`config.mk`:
```
export PLATFORM = sky130hd
export DESIGN_NAME = uart_tx_arb
export DESIGN_NICKNAME = d
export VERILOG_FILES = /design/src/rtl/uart_pkg.sv /design/src/rtl/rr_pick.sv /design/src/rtl/uart_tx_arb.sv
export SDC_FILE = /design/constraint.sdc
export NUM_CORES = 1
export LEC_CHECK = 0
export CAP_MARGIN = 20
export CORE_MARGIN = 2
export CORE_UTILIZATION = 35
export CTS_BUF_LIST = sky130_fd_sc_hd__clkbuf_16
export CTS_CLUSTER_SIZE = 40
export DETAILED_ROUTE_END_ITERATION = 8
export GPL_TIMING_DRIVEN = 0
export PLACE_DENSITY = 0.7
export SETUP_SLACK_MARGIN = 0.15
export SLEW_MARGIN = 20
export SYNTH_ARGS = -nofsm -noshare
export SYNTH_HDL_FRONTEND = slang
export SYNTH_SLANG_ARGS = --single-unit
```
`constraint.sdc`:
```
create_clock -name clk -period 12.9 [get_ports clk]
set_input_delay 2.58 -clock clk [delete_from_list [all_inputs] [get_ports clk]]
set_output_delay 2.58 -clock clk [all_outputs]
set_load 0.01 [all_outputs]
```
`src/rtl/uart_pkg.sv`:
```
// Shared types for the UART transmitter arbiter: FSM state encoding and the
// requester index width.
package uart_pkg;

  typedef enum logic [1:0] {
    IDLE       = 2'd0,
    ISSUE      = 2'd1,
    WAIT_START = 2'd2,
    WAIT_DONE  = 2'd3
  } uart_arb_state_t;

  // Index width covering the largest supported requester count (8).
  localparam int unsigned UART_IDX_W = 3;

endpackage

```
`src/rtl/rr_pick.sv`:
```
// Combinational round-robin picker: the first set request at ptr, ptr+1, ...
// wrapping modulo num_req wins.
module rr_pick
  import uart_pkg::*;
#(
  parameter int num_req = 4
) (
  input  logic [num_req-1:0]    req,
  input  logic [UART_IDX_W-1:0] ptr,
  output logic [num_req-1:0]    winner,
  output logic [UART_IDX_W-1:0] idx
);

  logic any_s;

  // Keep the request with the smallest rotating distance from ptr.
  always_comb begin
    int best_d;
    int d;
    logic take;
    best_d = num_req;
    d      = 0;
    take   = 1'b0;
    idx    = '0;
    any_s  = 1'b0;
    for (int i = 0; i < num_req; i++) begin
      d      = (i >= int'(ptr)) ? (i - int'(ptr)) : (i + num_req - int'(ptr));
      take   = req[i] && (d < best_d);
      best_d = take ? d : best_d;
      idx    = take ? UART_IDX_W'(i) : idx;
      any_s  = any_s | take;
    end
  end

  // One-hot view of the chosen index.
  always_comb begin
    winner = '0;
    for (int i = 0; i < num_req; i++) begin
      winner[i] = any_s && (idx == UART_IDX_W'(i));
    end
  end

endmodule

```
`src/rtl/uart_tx_arb.sv`:
```
// Round-robin arbiter feeding one UART transmitter from num_req requesters.
// Define UART_TX_ARB_LOCK_EN to keep a requester granted until req_last.
module uart_tx_arb
  import uart_pkg::*;
#(
  parameter int num_req   = 4,
  parameter int data_bits = 8
) (
  input  logic                         clk,
  input  logic                         rst,
  input  logic [num_req-1:0]           req_vld,
  input  logic [num_req*data_bits-1:0] req_data,
  input  logic [num_req-1:0]           req_last,
  output logic [num_req-1:0]           req_rdy,
  output logic [data_bits-1:0]         tx_data_in,
  output logic                         tx_data_vld,
  input  logic                         tx_active,
  output logic [num_req-1:0]           grant,
  output logic                         busy
);

  uart_arb_state_t         state_r, state_nxt_s;
  logic [UART_IDX_W-1:0]   ptr_r, ptr_nxt_s, idx_s;
  logic [num_req-1:0]      grant_r, winner_s, pick_req_s, mask_s;
  logic [data_bits-1:0]    data_r, sel_data_s;
  logic                    tx_data_vld_r, sel_last_s, adv_s, accept_s;

  rr_pick #(.num_req(num_req)) u_rr_pick (
    .req    (pick_req_s),
    .ptr    (ptr_r),
    .winner (winner_s),
    .idx    (idx_s)
  );

  assign pick_req_s = req_vld & mask_s;
  // A grant is refused while reset is held so nothing is consumed unlatched.
  assign accept_s   = (state_r == IDLE) && !rst && (|pick_req_s);
  assign ptr_nxt_s  = (idx_s == UART_IDX_W'(num_req - 1)) ? '0 : (idx_s + UART_IDX_W'(1));

`ifdef UART_TX_ARB_LOCK_EN
  logic                  lock_r;
  logic [UART_IDX_W-1:0] owner_r;

  // While a packet is open only its owner may win.
  always_comb begin
    mask_s = '0;
    for (int i = 0; i < num_req; i++) begin
      mask_s[i] = !lock_r || (owner_r == UART_IDX_W'(i));
    end
  end

  assign adv_s = sel_last_s;

  // Packet lock: a character without req_last keeps the requester in possession.
  always_ff @(posedge clk or posedge rst) begin
    if (rst) begin
      lock_r  <= 1'b0;
      owner_r <= '0;
    end else if (accept_s) begin
      lock_r  <= !sel_last_s;
      owner_r <= idx_s;
    end
  end
`else
  logic unused_last_s;
  assign mask_s        = {num_req{1'b1}};
  assign adv_s         = 1'b1;
  assign unused_last_s = sel_last_s;
`endif

  // Steer the winning requester's character and last flag.
  always_comb begin
    sel_data_s = '0;
    sel_last_s = 1'b0;
    for (int i = 0; i < num_req; i++) begin
      sel_data_s = sel_data_s | (req_data[i*data_bits +: data_bits] & {data_bits{winner_s[i]}});
      sel_last_s = sel_last_s | (req_last[i] & winner_s[i]);
    end
  end

  // Next-state and accept strobe.
  always_comb begin
    state_nxt_s = state_r;
    req_rdy     = '0;
    case (state_r)
      IDLE: begin
        if (accept_s) begin
          req_rdy     = winner_s;
          state_nxt_s = ISSUE;
        end else begin
          state_nxt_s = IDLE;
        end
      end
      ISSUE: state_nxt_s = WAIT_START;
      WAIT_START: begin
        if (tx_active) begin
          state_nxt_s = WAIT_DONE;
        end else begin
          state_nxt_s = WAIT_START;
        end
      end
      WAIT_DONE: begin
        if (!tx_active) begin
          state_nxt_s = IDLE;
        end else begin
          state_nxt_s = WAIT_DONE;
        end
      end
      default: state_nxt_s = IDLE;
    endcase
  end

  // State, pointer, grant and the held character.
  always_ff @(posedge clk or posedge rst) begin
    if (rst) begin
      state_r       <= IDLE;
      ptr_r         <= '0;
      grant_r       <= '0;
      data_r        <= '0;
      tx_data_vld_r <= 1'b0;
    end else begin
      state_r       <= state_nxt_s;
      tx_data_vld_r <= accept_s;
      if (accept_s) begin
        grant_r <= winner_s;
        data_r  <= sel_data_s;
        if (adv_s) begin
          ptr_r <= ptr_nxt_s;
        end
      end else if ((state_r == WAIT_DONE) && !tx_active) begin
        grant_r <= '0;
      end
    end
  end

  assign grant       = grant_r;
  assign tx_data_in  = data_r;
  assign tx_data_vld = tx_data_vld_r;
  assign busy        = (state_r != IDLE);

endmodule
```
Word-level counts from Yosys, hierarchy flattened. Index checks and enable logic that the tools add are counted. Widths: inputs -> output; s select.

Equality and inequality tests: 6. $lt $le $gt $ge: 8. Div/mod/pow operators: 0. $add $sub $neg: 9. Bitwise operators: 10. Reduce and logical (&&, ||, !) cells: 18. Shift-type cells: 0. Multiplexer cells: 19. Multiply operators: 0.

Operators with widths (number): $mux 32 (7); $lt 32x32->1 (3); $and 8x8->8 (4); $lt 32x4->1 const B (1); $or 8x8->8 (3); $mux 4 (4); $sub 3x3->4 const A (4); $logic_and 1x1->1 (11); $mux 3 (3); $pmux 2 s4 (1); $sub 1x3->4 const A (2); $sub 2x3->4 const A (2); $eq 3x2->1 const B (2); $ge 1x3->1 const A (2); $ge 2x3->1 const A (2); $eq 2x2->1 const B (2); $reduce_bool 2->1 (2); $reduce_or 4->1 (1); $add 3x1->3 const B (1); $eq 3x1->1 const B (1); $logic_not 3->1 (1); $mux 1 (3); $or 1x1->1 (3); $eq 2x1->1 const B (1); other kinds (3) (4).

Word-level logic and storage cells: 75. Bits in writable memories: 0. Output and inout bits: 18. Flip-flop bits (word level): 18. Memories kept: 0. Memory bits (read-only): 0. Bits of input ports: 43. Latch bits: 0.

Logic depth before layout (Yosys ltp). Gate-level depths: netlist (run 1).

Word-level depth: 20. Depth in mapped cells: 23. Mapped depth without buffers: 22.

By module. Synthesis (run 1) repeated with hierarchy kept, for this count alone.

Cell total of the unflattened synthesis: 186. Area, all modules: 1692.9 sq um.

Modules (own cells, without submodules): uart_tx_arb (cells an instance 85, times used 1, sequential area each 450.4 sq um, area an instance 900.9 sq um); rr_pick (cells an instance 101, times used 1, sequential area each 0.0 sq um, area an instance 792.0 sq um).

Least setup slack after synthesis (run 1). Ideal clock, no wire load.

Path kind: input to output. From: in req_vld[0]. To: out req_rdy[3]. Setup slack: 3.608 ns. Path buffers: 3. Data arrival time: 6.712 ns. Cell stages on the path: 20. Data required time: 10.320 ns. Path through: buf_2 > clkbuf_1 > ha_1 > a211o_1 > a31oi_2 > a31oi_1 > mux2_2 > ha_1 > nor4b_1 > o2111ai_2 > and2_2 > mux2_2 > ha_1 > a211o_1 > a31oi_1 > or2_2 > ha_1 > clkbuf_1 > nand2_1 > nor2_1.

Longest elaborated chain between the ends: 15. Elaborated cells between the ends (all ways): 22. Those cells by class: order compare (3); eq/ne (1); mux (8); bitwise (3); reduce/logical (7).

Ends and longest elaborated chain: start, declared (RTL line uart_tx_arb.sv:11) `input logic [num_req-1:0] req_vld,`; $logic_and 1x1->1 (RTL line rr_pick.sv:28) `take = req[i] && (d < best_d);`; $mux 32 (RTL line rr_pick.sv:29) `best_d = take ? d : best_d;`; $lt 32x32->1 (RTL line rr_pick.sv:28); $logic_and 1x1->1 (RTL line rr_pick.sv:28); $mux 32 (RTL line rr_pick.sv:29); $lt 32x32->1 (RTL line rr_pick.sv:28); $logic_and 1x1->1 (RTL line rr_pick.sv:28); $mux 32 (RTL line rr_pick.sv:29); $lt 32x32->1 (RTL line rr_pick.sv:28); $logic_and 1x1->1 (RTL line rr_pick.sv:28); $mux 3 (RTL line rr_pick.sv:30) `idx = take ? UART_IDX_W'(i) : idx;`; $eq 3x2->1 (RTL line rr_pick.sv:39) `winner[i] = any_s && (idx == UART_IDX_W'(i));`; $logic_and 1x1->1 (RTL line rr_pick.sv:39); $mux 4 * (RTL line uart_tx_arb.sv:87) `if (accept_s) begin`; $mux 4 * (RTL line uart_tx_arb.sv:85) `case (state_r)`; end, declared (RTL line uart_tx_arb.sv:14) `output logic [num_req-1:0] req_rdy,`.

Every way passes the cells marked *; elsewhere a longest branch is shown, timed or not.

Worst setup path in the final report (run 1). Same ends and word-level chain as after synthesis.

==> results.py, run 1 <==
metrics = {
    "yosys": {
        "fraction_of_the_mapped_netlist_area_in_adder_cells": 0.1251,
        "mux_cell_area_share_after_synthesis": 0.01732,
        "post_synth_and_or_nand_nor_area_fraction": 0.1896,
        "synth_compound_gate_area_share": 0.2676,
        "postSynthAreaPerCell_um2": 9.028,
        "synth_cell_type_count": 39,
        "synth.top_cells.by_count": "sky130_fd_sc_hd__nand2_1, sky130_fd_sc_hd__dfrtp_1, sky130_fd_sc_hd__ha_1",
        "synth_edf_count": 0,
        "yosysTopAreaCellShare": 0.3272,
        "synth_ff_type": "sky130_fd_sc_hd__dfrtp_1",
        "yosys.area_share.xor_xnor": 0,
        "synth_top_cells_by_area": "sky130_fd_sc_hd__dfrtp_1, sky130_fd_sc_hd__ha_1, sky130_fd_sc_hd__nand2_1, sky130_fd_sc_hd__a221oi_1, sky130_fd_sc_hd__a22o_1",
        "synth.most_common_cell": "sky130_fd_sc_hd__nand2_1",
        "post_synth_inst_count": 144,
        "synth_seq_area_share": 0.3272,
        "dominant_combinational_cell_family_by_area_after_synthesis": "compound AO/OA/AOI/OAI gates",
        "post_synth_instance_area_mm2": 0.001300,
        "ys_seq_elements": 17,
        "ys_async_sr_fraction": 1.000,
        "synth_area_leader_cell": "sky130_fd_sc_hd__dfrtp_1",
        "ys_warn_count": 0,
    },
    "worst_setup_path": {
        "critical-path-top-cell-by-count": "sky130_fd_sc_hd__ha_1",
        "critical_path.endpoint_type": "output port",
        "timing.critical_path.fanout_max": 9,
        "critical_path.max_stage_delay_ns": 0.54,
        "worst_ep_arrival_time_ns": 7.72,
        "timing.setup.critical_path_class": "in2out",
        "worstPathCellList": "buf_2, clkbuf_1, ha_1, a211o_1, a31oi_2, a31oi_1, mux2_2, ha_1, nor4b_1, o2111ai_2, and2_2, mux2_2, ha_1, a211o_1, a31oi_1, or2_2, ha_1, clkbuf_1, nand2_1, nor2_1, clkdlybuf4s50_1",
        "worstSetupStartpointType": "primary input",
        "critical_path_required_ns": 10.32,
        "cpMaxStageDelayCell": "sky130_fd_sc_hd__clkdlybuf4s50_1",
    },
    "clock_network": {
        "cts_tree": "yes",
        "cts_max_level": 1,
        "holdBufCountCts": 0,
        "post-cts-setup-buffer-count": 0,
        "cts_max_path_buffers": 2,
        "clock_latency_at_the_later_pin_of_the_worst_skew_pair_ns": 0.24,
        "clock_sink_count": 17,
        "number_of_buffers_inserted_during_clock_tree_synthesis": 3,
        "clk_transition_reported_paths_ns": 0.05,
        "cts_resized": 0,
        "clockRootBuffer": "sky130_fd_sc_hd__clkbuf_16",
    },
    "timing": {
        "period_needed_ns": 10.30,
        "final-max-slew-violation-count": 0,
        "setup_viol": 0,
        "fin_worst_skew_ns": 0.002036,
        "final_min_period_over_clock_period": 0.7987,
        "grt_setup_unrepaired": "false",
        "setup_tns_ns": 0,
        "report.final.hold_viol_count": 0,
        "tightest_slew_ns": 0.6145,
        "max_freq_ghz": 0.09706,
        "maxSlewHeadroom": 0.5899,
    },
    "floorplanning": {
        "fp.dieW_um": 64.95,
        "start_util": 0.3605,
        "fp.coreArea_mm2": 0.003606,
        "ioPinCount": 61,
        "die_h_um": 64.95,
        "design.die.area_mm2": 0.004218,
        "floorplan.rows": 22,
    },
    "power": {
        "power.density_cell_area_mw_per_mm2": 207.2,
        "vdd.ir_drop.worst_uv": 80.14,
        "power_leakage_nw": 0.8605,
    },
    "hold_path": {
        "min_path_type": "reg2reg",
    },
    "layout": {
        "antenna-diode-count": 0,
        "filler_cell_count": 339,
        "area_growth_syn_to_layout_pct": 53.99,
        "final_layout_size_suffix_gt1_frac": 0.08738,
        "final-instance-count-excl-fill": 254,
        "finish.net_count": 263,
    },
    "detailed_routing": {
        "drt_drc_violations_left": 0,
        "drt-vias-per-instance": 5.126,
        "number_of_antenna_violating_nets_in_the_routed_design": 0,
        "detail_route.wl_per_cell_um": 13.73,
        "drtPass1Iterations": 4,
        "vias": 1302,
        "finalWirelength_um": 3488,
        "detail_route.iter0.violations": 58,
    },
    "global_routing": {
        "initial_antenna_violation_count": 0,
        "grt_max_degree": 18,
        "track_usage": 0.1776,
        "grt_pass1_vias": 1287,
        "overflow": 0,
        "grt_pass1_wl_um": 5796,
    },
    "status": {
        "outcome": "completed",
    },
    "placement": {
        "port_buffers": 55,
        "place.detailed.instances": 250,
        "detailed_place_hpwl_um": 2807,
        "gpl.final_weighted_congestion": 0.7979,
    },
    "job": {
        "max_capacitance_violation_total": 0,
    },
}
==> critical path: cells and delay by family <==
kind,cells,cell delay [ns]
buffers and inverters,4,1.14
AOI/OAI and AO/OA,6,1.42
adders and majority gates,4,0.91
and+or+nand+nor,5,1.06
muxes,2,0.60
==> placed cells by master, fill, tap and decap left out, types with 2 or more instances in the layout <==
cell,n
sky130_fd_sc_hd__o31ai_2,2
sky130_fd_sc_hd__ha_1,13
sky130_fd_sc_hd__conb_1,4
sky130_fd_sc_hd__or2_2,2
sky130_fd_sc_hd__nor4b_1,2
sky130_fd_sc_hd__dfrtp_1,17
sky130_fd_sc_hd__clkdlybuf4s50_1,55
sky130_fd_sc_hd__a221oi_1,8
sky130_fd_sc_hd__mux2_2,2
sky130_fd_sc_hd__o21ai_0,7
sky130_fd_sc_hd__clkbuf_1,8
sky130_fd_sc_hd__nor2_1,9
sky130_fd_sc_hd__nand3_1,4
sky130_fd_sc_hd__a211o_1,2
sky130_fd_sc_hd__o31ai_1,8
sky130_fd_sc_hd__nand3b_1,2
sky130_fd_sc_hd__a22o_1,8
sky130_fd_sc_hd__clkbuf_16,3
sky130_fd_sc_hd__nand2_1,19
sky130_fd_sc_hd__a31oi_1,2
sky130_fd_sc_hd__inv_1,8
==> through the flow <==
stage	setup WS [ns]	util	cell area [µm²]	hold slack, ns	power (mW)
finish	2.597	0.5552	2002	0.4881	0.4149
global route	2.270	0.5552	2002	0.5295	0.4547
CTS	2.626	0.5552	2002	0.4941	0.4180
detailed placement	2.639	0.5330	1922	0.4786	0.3539
global placement	2.571	0.5330	1922	0.4629	0.3485
floorplan	3.608	-	1311	0.4577	0.2601
==> path summary, 6_finish.rpt <==
check	from	to	slack, ns	cells past startpoint
worst max-delay path	req_vld[0]	req_rdy[3]	2.60	21
worst min-delay path	state_r[1]	state_r[0]	0.49	2
worst max register to register	ptr_r[0]	tx_data_in[6]	7.29	22
worst min register to register	state_r[1]	state_r[0]	0.49	2
max in group asynchronous	rst	ptr_r[0]	9.76	2
min in group asynchronous	rst	state_r[0]	2.74	2
==> layout make-up <==
cell class,count,area (µm²),area share
Multi-Input combinational cell,111,794.5,0.3969
Timing Repair Buffer,55,550.5,0.2750
Sequential cell,17,425.4,0.2125
Clock buffer,3,75.07,0.03750
Buffer,11,61.31,0.03063
Tap cell,48,60.06,0.03000
Inverter,8,30.03,0.01500
Clock inverter,1,5.005,0.002500
==> cells by family (layout without fill, tap and decap cells) <==
logic type      after synthesis  after routing
mux                           2              2
buf+inv                      19             78
flops                        17             17
simple gates                 49             49
other cells                   1              4
fa+ha+maj                    13             13
compound gates               43             43
==> flip-flops by register name, summed over array words and instances (netlist names) <==
name and cells:
tx_data_in 8, ptr_r 2, state_r 2, grant 4, tx_data_vld 1
==> routing by layer <==
layer / GRT usage / vias to the layer above / routed length (µm)
li1: - / 652 / -
met3: 0.04167 / 2 / 267
met2: 0.3067 / 56 / 1718
met4: 0.04787 / 0 / 27
met1: 0.2205 / 592 / 1474
met5: 0 / - / 0
==> report_power, final <==
group,leakage (nW),internal (mW),total (mW),switching (mW)
Sequential,0.218,0.0776,0.0922,0.0147
Clock,0.0409,0.0414,0.0605,0.0191
Combinational,0.601,0.129,0.262,0.133
No activity file was read; power rests on OpenSTA's default activity.
==> inputs of run 2 (changes only) <==
==> constraint.sdc (replaced) <==
create_clock -name clk -period 10.4 [get_ports clk]
set_input_delay 2.08 -clock clk [delete_from_list [all_inputs] [get_ports clk]]
set_output_delay 2.08 -clock clk [all_outputs]
set_load 0.01 [all_outputs]
==> results of run 2 <==
Same layout as run 1 (identical final DEF). Status: completed.
Main changes from that run: setup slack after placement 2.639 ns -> 1.139 ns; setup slack after layout 2.597 ns -> 1.097 ns; register-to-register setup slack 7.29 ns -> 4.79 ns; total power 0.4149 mW -> 0.5146 mW; worst IR drop on VDD 80.14 µV -> 99.40 µV
==> inputs of run 3 (changes only) <==
--- a/config.mk
+++ b/config.mk
@@ -14,6 +14,7 @@
 export GPL_TIMING_DRIVEN = 0
 export PLACE_DENSITY = 0.7
 export SETUP_SLACK_MARGIN = 0.15
+export SKIP_CTS_REPAIR_TIMING = 1
 export SLEW_MARGIN = 20
 export SYNTH_ARGS = -nofsm -noshare
 export SYNTH_HDL_FRONTEND = slang
==> results of run 3 <==
Same layout as run 1 (identical final DEF). Status: completed.
Main changes from that run: setup slack after placement 2.639 ns -> 1.139 ns; setup slack after layout 2.597 ns -> 1.097 ns; register-to-register setup slack 7.29 ns -> 4.79 ns; total power 0.4149 mW -> 0.5146 mW; worst IR drop on VDD 80.14 µV -> 99.40 µV
